<file path="config.mk">
export PLATFORM = sky130hd
export DESIGN_NAME = vend_arbiter
export DESIGN_NICKNAME = d
export VERILOG_FILES = /design/src/rtl/vend_pkg.sv /design/src/rtl/vend_arbiter_rr_arbiter.sv /design/src/rtl/vend_arbiter.sv
export SDC_FILE = /design/constraint.sdc
export NUM_CORES = 1
export LEC_CHECK = 0
export ABC_AREA = 1
export CAP_MARGIN = 20
export CORE_ASPECT_RATIO = 1.75
export CORE_MARGIN = 5
export CORE_UTILIZATION = 46
export CTS_BUF_LIST = sky130_fd_sc_hd__clkbuf_4 sky130_fd_sc_hd__clkbuf_8 sky130_fd_sc_hd__clkbuf_16
export DETAILED_ROUTE_END_ITERATION = 8
export PLACE_DENSITY = 0.84
export SYNTH_ARGS = -nofsm -noshare
export SYNTH_HDL_FRONTEND = slang
export SYNTH_SLANG_ARGS = --single-unit
</file>
<file path="constraint.sdc">
create_clock -name clk -period 3.6 [get_ports clk]
set_clock_uncertainty 0.15 [all_clocks]
set_input_delay 0.72 -clock clk [delete_from_list [all_inputs] [get_ports clk]]
set_output_delay 0.72 -clock clk [all_outputs]
set_load 0.02 [all_outputs]
</file>
<file path="src/rtl/vend_pkg.sv">
// Shared definitions for the vend_arbiter slice: product codes, default prices,
// controller state encoding and the product price lookup.
package vend_pkg;

  localparam int CREDIT_W = 5;

  localparam logic [1:0] PRODUCT_A = 2'b00;
  localparam logic [1:0] PRODUCT_B = 2'b01;
  localparam logic [1:0] PRODUCT_C = 2'b10;
  localparam logic [1:0] PRODUCT_D = 2'b11;

  localparam int DEFAULT_PRICE_A = 5;
  localparam int DEFAULT_PRICE_B = 10;
  localparam int DEFAULT_PRICE_C = 15;
  localparam int DEFAULT_PRICE_D = 20;

  typedef enum logic [1:0] {
    ST_IDLE,
    ST_CHECK,
    ST_WAIT,
    ST_ACK
  } state_t;

  function automatic logic [CREDIT_W-1:0] price_lookup(
    input logic [1:0]          code,
    input logic [CREDIT_W-1:0] price_a,
    input logic [CREDIT_W-1:0] price_b,
    input logic [CREDIT_W-1:0] price_c,
    input logic [CREDIT_W-1:0] price_d
  );
    logic [CREDIT_W-1:0] price;
    case (code)
      PRODUCT_A: price = price_a;
      PRODUCT_B: price = price_b;
      PRODUCT_C: price = price_c;
      default:   price = price_d;
    endcase
    return price;
  endfunction

endpackage

</file>
<file path="src/rtl/vend_arbiter_rr_arbiter.sv">
// Combinational round-robin picker: grants the first requester after ptr,
// wrapping around, as a one-hot grant plus its encoded index.
module rr_arbiter #(
  parameter int N     = 4,
  parameter int IDX_W = $clog2(N)
) (
  input  logic [N-1:0]     req,
  input  logic [IDX_W-1:0] ptr,
  output logic [N-1:0]     grant,
  output logic [IDX_W-1:0] idx,
  output logic             valid
);

  int                 cand;
  logic [IDX_W-1:0]   cand_idx;
  logic               found;

  always_comb begin
    grant    = '0;
    idx      = '0;
    found    = 1'b0;
    cand     = 0;
    cand_idx = '0;
    for (int i = 1; i <= N; i++) begin
      cand     = (int'(ptr) + i) % N;
      cand_idx = IDX_W'(cand);
      if (!found && req[cand_idx]) begin
        found           = 1'b1;
        grant[cand_idx] = 1'b1;
        idx             = cand_idx;
      end
    end
  end

  assign valid = |req;

endmodule

</file>
<file path="src/rtl/vend_arbiter.sv">
// Shares one dispenser between N_PANELS panels: round-robin grant, price check,
// dispenser handshake and per-panel ack. Optional stock tracking: VEND_STOCK_EN.
module vend_arbiter
  import vend_pkg::*;
#(
  parameter int N_PANELS = 4,
  parameter int PRICE_A  = DEFAULT_PRICE_A,
  parameter int PRICE_B  = DEFAULT_PRICE_B,
  parameter int PRICE_C  = DEFAULT_PRICE_C,
  parameter int PRICE_D  = DEFAULT_PRICE_D
`ifdef VEND_STOCK_EN
  , parameter int STOCK_INIT = 8
`endif
) (
  input  logic                  clk,
  input  logic                  reset,
  input  logic [N_PANELS-1:0]   req,
  input  logic [2*N_PANELS-1:0] sel,
  input  logic [5*N_PANELS-1:0] credit,
  output logic [N_PANELS-1:0]   ack,
  output logic                  ok,
  output logic [1:0]            product_out,
  output logic [4:0]            change_out,
  output logic                  disp_start,
  output logic [1:0]            disp_product,
  input  logic                  disp_done
`ifdef VEND_STOCK_EN
  , input  logic [3:0]          restock
  , output logic [3:0]          sold_out
`endif
);

  localparam int IDX_W = $clog2(N_PANELS);
  localparam logic [4:0] P_A = 5'(PRICE_A);
  localparam logic [4:0] P_B = 5'(PRICE_B);
  localparam logic [4:0] P_C = 5'(PRICE_C);
  localparam logic [4:0] P_D = 5'(PRICE_D);

  state_t              state_q, state_d;
  logic [IDX_W-1:0]    ptr_q, ptr_d;
  logic [IDX_W-1:0]    idx_q, idx_d;
  logic [1:0]          sel_q, sel_d;
  logic [4:0]          credit_q, credit_d;
  logic [N_PANELS-1:0] ack_q, ack_d;
  logic                ok_q, ok_d;
  logic [1:0]          product_q, product_d;
  logic [4:0]          change_q, change_d;
  logic                disp_start_q, disp_start_d;
  logic [1:0]          disp_product_q, disp_product_d;

  logic [N_PANELS-1:0] grant;
  logic [IDX_W-1:0]    grant_idx;
  logic                req_valid;
  logic [1:0]          cand_sel;
  logic [4:0]          cand_credit;
  logic [4:0]          cand_price;
  logic                stock_avail;
  logic                vend_now;

  rr_arbiter #(
    .N     (N_PANELS),
    .IDX_W (IDX_W)
  ) u_rr (
    .req   (req),
    .ptr   (ptr_q),
    .grant (grant),
    .idx   (grant_idx),
    .valid (req_valid)
  );

  // The price decision is taken on the granted panel's live inputs while in IDLE so
  // that disp_start is registered out on the same edge that latches the request.
  always_comb begin
    cand_sel    = '0;
    cand_credit = '0;
    for (int i = 0; i < N_PANELS; i++) begin
      if (grant[i]) begin
        cand_sel    = sel[2*i +: 2];
        cand_credit = credit[5*i +: 5];
      end
    end
    cand_price = price_lookup(cand_sel, P_A, P_B, P_C, P_D);
    vend_now   = (state_q == ST_IDLE) && req_valid && (cand_credit >= cand_price) && stock_avail;
  end

`ifdef VEND_STOCK_EN
  localparam logic [3:0] STOCK_FULL = 4'(STOCK_INIT);

  logic [3:0][3:0] stock_q, stock_d;
  logic [3:0]      sold_out_q, sold_out_d;

  always_comb begin
    stock_d    = stock_q;
    sold_out_d = '0;
    for (int p = 0; p < 4; p++) begin
      if (restock[p]) begin
        stock_d[p] = (vend_now && cand_sel == 2'(p)) ? STOCK_FULL - 4'd1 : STOCK_FULL;
      end else if (vend_now && cand_sel == 2'(p)) begin
        stock_d[p] = stock_q[p] - 4'd1;
      end
      sold_out_d[p] = (stock_d[p] == '0);
    end
  end

  always_ff @(posedge clk or negedge reset) begin
    if (!reset) begin
      stock_q    <= {4{STOCK_FULL}};
      sold_out_q <= '0;
    end else begin
      stock_q    <= stock_d;
      sold_out_q <= sold_out_d;
    end
  end

  assign stock_avail = (stock_q[cand_sel] != '0);
  assign sold_out    = sold_out_q;
`else
  assign stock_avail = 1'b1;
`endif

  // CHECK reuses the IDLE decision carried in disp_start_q instead of re-pricing.
  always_comb begin
    state_d        = state_q;
    ptr_d          = ptr_q;
    idx_d          = idx_q;
    sel_d          = sel_q;
    credit_d       = credit_q;
    ack_d          = '0;
    ok_d           = 1'b0;
    product_d      = '0;
    change_d       = '0;
    disp_start_d   = 1'b0;
    disp_product_d = disp_product_q;
    case (state_q)
      ST_IDLE: begin
        if (req_valid) begin
          idx_d    = grant_idx;
          sel_d    = cand_sel;
          credit_d = cand_credit;
          state_d  = ST_CHECK;
          if (vend_now) begin
            disp_start_d   = 1'b1;
            disp_product_d = cand_sel;
          end
        end
      end
      ST_CHECK: begin
        if (disp_start_q) begin
          state_d = ST_WAIT;
        end else begin
          state_d      = ST_ACK;
          ack_d[idx_q] = 1'b1;
          product_d    = sel_q;
          change_d     = credit_q;
        end
      end
      ST_WAIT: begin
        if (disp_done) begin
          state_d      = ST_ACK;
          ack_d[idx_q] = 1'b1;
          ok_d         = 1'b1;
          product_d    = sel_q;
          change_d     = credit_q - price_lookup(sel_q, P_A, P_B, P_C, P_D);
        end
      end
      ST_ACK: begin
        ptr_d   = idx_q;
        state_d = ST_IDLE;
      end
      default: state_d = ST_IDLE;
    endcase
  end

  always_ff @(posedge clk or negedge reset) begin
    if (!reset) begin
      state_q        <= ST_IDLE;
      ptr_q          <= '0;
      idx_q          <= '0;
      sel_q          <= '0;
      credit_q       <= '0;
      ack_q          <= '0;
      ok_q           <= 1'b0;
      product_q      <= '0;
      change_q       <= '0;
      disp_start_q   <= 1'b0;
      disp_product_q <= '0;
    end else begin
      state_q        <= state_d;
      ptr_q          <= ptr_d;
      idx_q          <= idx_d;
      sel_q          <= sel_d;
      credit_q       <= credit_d;
      ack_q          <= ack_d;
      ok_q           <= ok_d;
      product_q      <= product_d;
      change_q       <= change_d;
      disp_start_q   <= disp_start_d;
      disp_product_q <= disp_product_d;
    end
  end

  assign ack          = ack_q;
  assign ok           = ok_q;
  assign product_out  = product_q;
  assign change_out   = change_q;
  assign disp_start   = disp_start_q;
  assign disp_product = disp_product_q;

endmodule

</file>
== After elaboration in Yosys (flattened, before gate mapping) ==
Cells that the tools add are included.

* Register bits after elaboration: 28

* Add/sub/neg operators: 5
* Order comparisons: 11
* Equal/unequal tests: 9
* Multiplexer cells: 59
* Bitwise operators: 3
* Reductions and logical operators: 20

{| class="wikitable"
|+ Operators by type and width
! cell !! number
|-
| $mux 5 || 8
|-
| $pmux 5 s3 || 2
|-
| $mux 2 || 12
|-
| $mux 4 || 6
|-
| $mux 1 || 18
|-
| $lt 2x3->1 const B || 5
|-
| $or 4x4->4 || 3
|-
| $demux 1 s2 || 5
|-
| $ge 2x1->1 const B || 5
|-
| $logic_and 1x1->1 || 10
|-
| $pmux 5 s2 || 1
|-
| $bmux 1 s2 || 4
|-
| $eq 2x2->1 const B || 4
|-
| $pmux 2 s4 || 1
|-
| $pmux 4 s2 || 1
|-
| $eq 2x1->1 const B || 3
|-
| $logic_not 2->1 || 3
|-
| $ge 5x5->1 || 1
|-
| $sub 5x5->5 || 1
|-
| $add 2x1->2 const B || 2
|-
| $add 2x2->2 const B || 2
|-
| $ne 2x2->1 const B || 2
|-
| $pmux 2 s2 || 1
|-
| $reduce_and 2->1 || 2
|-
| 3 further kinds || 5
|}

== Logic depth before layout (Yosys ltp) ==
Gate-level depths: netlist of run 1.

* Depth after elaboration: 24
* Mapped depth: 24
* Mapped depth without buffers: 24

== Modules after synthesis ==
From an unflattened synthesis of run 1, not the netlist that was laid out.

* Cell total of the unflattened synthesis: 306
* Area, all modules: 2273.4 µm²

{| class="wikitable"
|+ Modules (own cells, without submodules)
! module !! instances !! cells an instance !! area each (µm²)
|-
| vend_arbiter || 1 || 220 || 1745.4
|-
| rr_arbiter || 1 || 86 || 528.0
|}

== Worst setup path after synthesis of run 1 ==
Ideal clock, no wire load.

* Kind: reg2reg
* From: reg ptr_q[0]
* To: reg disp_product_q[0], in the netlist disp_product[0]
* Setup time: 0.118 ns
* Arrival: 3.320 ns
* Data required time: 3.332 ns
* Setup slack: 0.012 ns
* Stages on the path, launching flop included: 23
* Path buffers: 1
* Cells stage by stage: dfrtp_1 > inv_2 > ha_1 > inv_1 > nand3_1 > nand2_2 > inv_2 > nor3_1 > a21oi_1 > nand2_2 > buf_6 > nand2_1 > nand2_1 > inv_1 > ha_1 > inv_1 > ha_1 > nand2_1 > inv_1 > a221oi_1 > a31oi_1 > nand3_1 > nand2_1

* Longest elaborated chain between the ends: 22
* Elaborated cells on any way between the ends: 63
* Those cells by class: add/sub: 4; order compare: 9; eq/ne: 2; mux: 32; bitwise: 3; reduce/logical: 13

{| class="wikitable"
|+ Ends and longest elaborated chain
! element !! RTL line !! text
|-
| start, declared || vend_arbiter.sv:40 || <nowiki>logic [IDX_W-1:0] ptr_q, ptr_d;</nowiki>
|-
| start signal, assigned || vend_arbiter.sv:189 || <nowiki>ptr_q <= ptr_d;</nowiki>
|-
| branches (longest 12 deep; another with $lt 2x3->1) || -- ||
|-
| $mux 4 (*) || vend_arbiter_rr_arbiter.sv:27 || <nowiki>if (!found && req[cand_idx]) begin</nowiki>
|-
| $mux 2 (3 in a row) || vend_arbiter.sv:77 || <nowiki>if (grant[i]) begin</nowiki>
|-
| $mux 2 (*) || vend_arbiter.sv:77 ||
|-
| via cand_sel[0] || vend_arbiter.sv:54 || <nowiki>logic [1:0] cand_sel;</nowiki>
|-
| $eq 2x2->1 (tied with other cells) || vend_pkg.sv:32 || <nowiki>case (code)</nowiki>
|-
| $pmux 5 s3 || vend_pkg.sv:32 ||
|-
| $ge 5x5->1 || vend_arbiter.sv:83 || <nowiki>vend_now = (state_q == ST_IDLE) && req_valid && (cand_credit >= cand_price) && stock_avail;</nowiki>
|-
| $logic_and 1x1->1 || vend_arbiter.sv:83 ||
|-
| $reduce_and 3->1 (no source line) || -- ||
|-
| end signal, assigned || vend_arbiter.sv:198 || <nowiki>disp_product_q <= disp_product_d;</nowiki>
|-
| end, declared || vend_arbiter.sv:49 || <nowiki>logic [1:0] disp_product_q, disp_product_d;</nowiki>
|}

Mark *: on every way through the listed nets, which the timed path passes. The select of a mux whose other input is x is not followed.
A chain may end at the register's enable or synchronous reset.

== Final worst setup path of run 1 ==
* From: in req[2]
* To: reg disp_product_q[0], in the netlist disp_product[0]

* Longest elaborated chain between the ends: 21
* Elaborated cells on any way between the ends: 41
* Those cells by class: order compare: 1; eq/ne: 2; mux: 24; bitwise: 3; reduce/logical: 11

{| class="wikitable"
|+ Ends and longest elaborated chain
! element !! RTL line !! text
|-
| start, declared || vend_arbiter.sv:17 || <nowiki>input logic [N_PANELS-1:0] req,</nowiki>
|-
| $bmux 1 s2 || vend_arbiter_rr_arbiter.sv:27 ||
|-
| $mux 1 (not written as such) || vend_arbiter_rr_arbiter.sv:27 ||
|-
| $mux 1 || vend_arbiter_rr_arbiter.sv:27 ||
|-
| $logic_not 1->1 || vend_arbiter_rr_arbiter.sv:27 ||
|-
| $logic_and 1x1->1 || vend_arbiter_rr_arbiter.sv:27 ||
|-
| $mux 1 || vend_arbiter_rr_arbiter.sv:27 ||
|-
| $logic_not 1->1 || vend_arbiter_rr_arbiter.sv:27 ||
|-
| $logic_and 1x1->1 || vend_arbiter_rr_arbiter.sv:27 ||
|-
| [4 not listed] || -- ||
|-
| $mux 2 (3 in a row) || vend_arbiter.sv:77 ||
|-
| $mux 2 (*) || vend_arbiter.sv:77 ||
|-
| via cand_sel[0] || vend_arbiter.sv:54 ||
|-
| $eq 2x2->1 (tied with other cells) || vend_pkg.sv:32 ||
|-
| $pmux 5 s3 || vend_pkg.sv:32 ||
|-
| $ge 5x5->1 || vend_arbiter.sv:83 ||
|-
| $logic_and 1x1->1 || vend_arbiter.sv:83 ||
|-
| $reduce_and 3->1 (no source line) || -- ||
|}

Mark *: on every way through the listed nets, which the timed path passes. The rest lies on a longest branch. The select of a mux whose other input is x is not followed.

==> impl_metrics.yaml, run 1 <==
logic_synthesis:
  avgSynthCellArea_um2: 7.61
  ys_seq_area_frac: 0.306
  yosysMostFrequentCell: "nand2_1"
  ys_types: 35
  ys.flop_type: "dfrtp_1"
  synth.top_cells.by_count: "93 x nand2_1, 39 x inv_1, 28 x dfrtp_1, 25 x ha_1, 20 x a21oi_1"
  syn_nets: 362
  synth_edf_count: 0
  synth_top_cell_area_share: 0.306
  synthArstFlopShare: 1.00
  yosys.area.top_type: "dfrtp_1"
  syn_inst: 301
  ys_warn_count: 0
  ys_top_cells_by_area: "dfrtp_1 31%, nand2_1 15%, ha_1 14%"
  synth_area_um2: 2290
  ys_seq_elements: 28
sta:
  fmax_mhz: 285
  hold_violations: 0
  setup_viol: 0
  final.period_utilization: 0.973
  slew_violations: 0
  post-route-min-period_ns: 3.50
  slew-limit-headroom: 0.587
  fin_ws_ns: 0.0955
  tightest_slew_ns: 0.617
clock_network:
  hold_buffers: 0
  clock-sinks: 28
  cts_buffer_depth: 2
  cts_tree: "built"
  root_buffer: "clkbuf_8"
  htree_levels: 1
  clock_latency_ns: 0.28
  clk_pin_slew_ns: 0.10
  numCtsBuffers: 3
final_layout:
  fillCellCount: 348
  fin_nets: 448
  finalNonFillerCells: 440
  final_layout_size_suffix_gt1_frac: 0.264
  syn_to_final_growth_pct: 45.7
  fin_util: 0.682
  diodes: 0
critical_path:
  end_kind: "flip-flop"
  crit_fanout: 7
  start_kind: "primary input"
  slowest_stage: "a31oi_4"
  arrival_ns: 3.53
  path_common_cell: "nand2_2"
  slowest_delay_ns: 0.29
  critPathKind: "primary input to flip-flop"
  r2r_slack_ns: 0.16
  cp.required_ns: 3.63
routing:
  drc: 0
  vias_per_cell: 5.40
  drt_iter0_markers: 76
  ant_nets: 0
  num_vias: 2377
  routed_wl_um: 6410
  drt_first_pass_iters: 4
  wl_per_cell_um: 14.6
placement:
  io_buffers: 49
  dp.final_hpwl_um: 4580
  place_ws_ns: -0.474
  gp_congestion: 0.839
  dp.cells: 427
floorplanning:
  num_rows: 34
  initial_core_util: 0.468
  io_pins: 50
  core_area_um2: 4890
  die_h_um: 103
  fp.dieW_um: 63.3
  die_area_um2: 6550
global_routing:
  grtUsageMet1: 0.172
  use_met3: 0.0324
  antenna_found_initial: 0
  grt-busiest-layer: "met2"
  grt_max_degree: 29
  grt_util_met2: 0.350
  grt_pass1_vias: 2376
  overflow: 0
  grt_usage: 0.180
  grt_pass1_wl_um: 9740
min_path:
  min_path_type: "flip-flop to flip-flop"
flow_run:
  maxCapViolCount: 0
run_status:
  outcome: "finished, final reports clean"
## final cells by class
cell class | count | area, um^2 | area share
clock buffer | 3 | 41.3 | 0.0124
clock inverter | 1 | 30.0 | 0.00900
inverter | 44 | 168 | 0.0502
multi-input combinational | 226 | 1570 | 0.471
sequential | 28 | 701 | 0.210
tap | 54 | 67.6 | 0.0202
timing repair buffer | 84 | 759 | 0.228
## per-stage QoR
stage | setup TNS, ns | hold WS, ns | instance area (um^2)
after CTS | 0 | 0.370 | 3170
final | 0 | 0.369 | 3340
after floorplan | 0 | 0.274 | 2290
after global routing | -0.0767 | 0.403 | 3340
after detailed placement | -1.26 | 0.347 | 3020
after global placement | -0.681 | 0.340 | 3020
## repair_timing
action / CTS / global route
pin swaps: 9 / 13
endpoints found under the hold margin: 0 / 0
resized for setup: 15 / 26
setup endpoints to repair: 3 / 3
setup buffers: 4 / 5
## registers in the layout (all words and copies together) (netlist names), 2 cells and up
| name | flops |
|---|---|
| ack | 4 |
| change_out | 5 |
| credit_q | 5 |
| disp_product | 2 |
| idx_q | 2 |
| product_out | 2 |
| ptr_q | 2 |
| sel_q | 2 |
| state_q | 2 |
## per-layer routing
metal  routed length, um  up-vias
li1                    -     1142
met1                2320     1145
met2                3640       78
met3                 304       12
met4                 147        0
met5                   0        -
## layout by cell type, fill, tap and decap left out, drive strengths merged, types with 2 or more instances in the layout
master	count
clkdlybuf4s50	45
a221oi	2
nor3	3
or2	3
dfrtp	28
a21oi	29
nor2	11
dlygate4sd2	3
nand2	103
o21ai	12
clkbuf	3
clkinv	2
buf	35
nand3	20
a21boi	7
inv	42
ha	25
nand4	5
## logic make-up after synthesis
logic type	share of synthesized area
AND/OR/NAND/NOR	0.311
flip-flops	0.306
buffers and inverters	0.0847
adder cells (fa/ha/maj)	0.145
AO/OA/AOI/OAI	0.150
XOR/XNOR	0.00382
## critical path, delay by kind of cell
| kind | cells | cell delay [ns] |
|---|---|---|
| simple gates | 14 | 1.16 |
| fa+ha+maj | 2 | 0.52 |
| compound gates | 1 | 0.29 |
| buf+inv | 8 | 0.83 |
## path summary, 6_finish.rpt
kind                        startpoint              end  cells past startpoint
max                             req[2]  disp_product[0]                     25
min in group asynchronous        reset               ok                      2
max in group asynchronous        reset      credit_q[0]                      2
min                        credit_q[0]      credit_q[0]                      2
min reg2reg                credit_q[0]      credit_q[0]                      2
max reg2reg                   ptr_q[1]  disp_product[0]                     20
Power of run 1 is left out: the tool's default activity adds up to more than one toggle a clock period on the data nets, which glitch-free logic cannot reach.
==> run 2, diff against run 1 <==
SLEW_MARGIN = 20   (was unset)
TNS_END_PERCENT = 100   (was unset)
==> results of run 2 <==
No change in the layout: final DEF, timing and power equal those of run 1.
Power of run 2 is left out for the same reason.
==> run 3, diff against run 2 <==
CAP_MARGIN = 40   (was 20)
==> results of run 3 <==
No change in the layout: final DEF, timing and power equal those of run 1.
Power of run 3 is left out for the same reason.
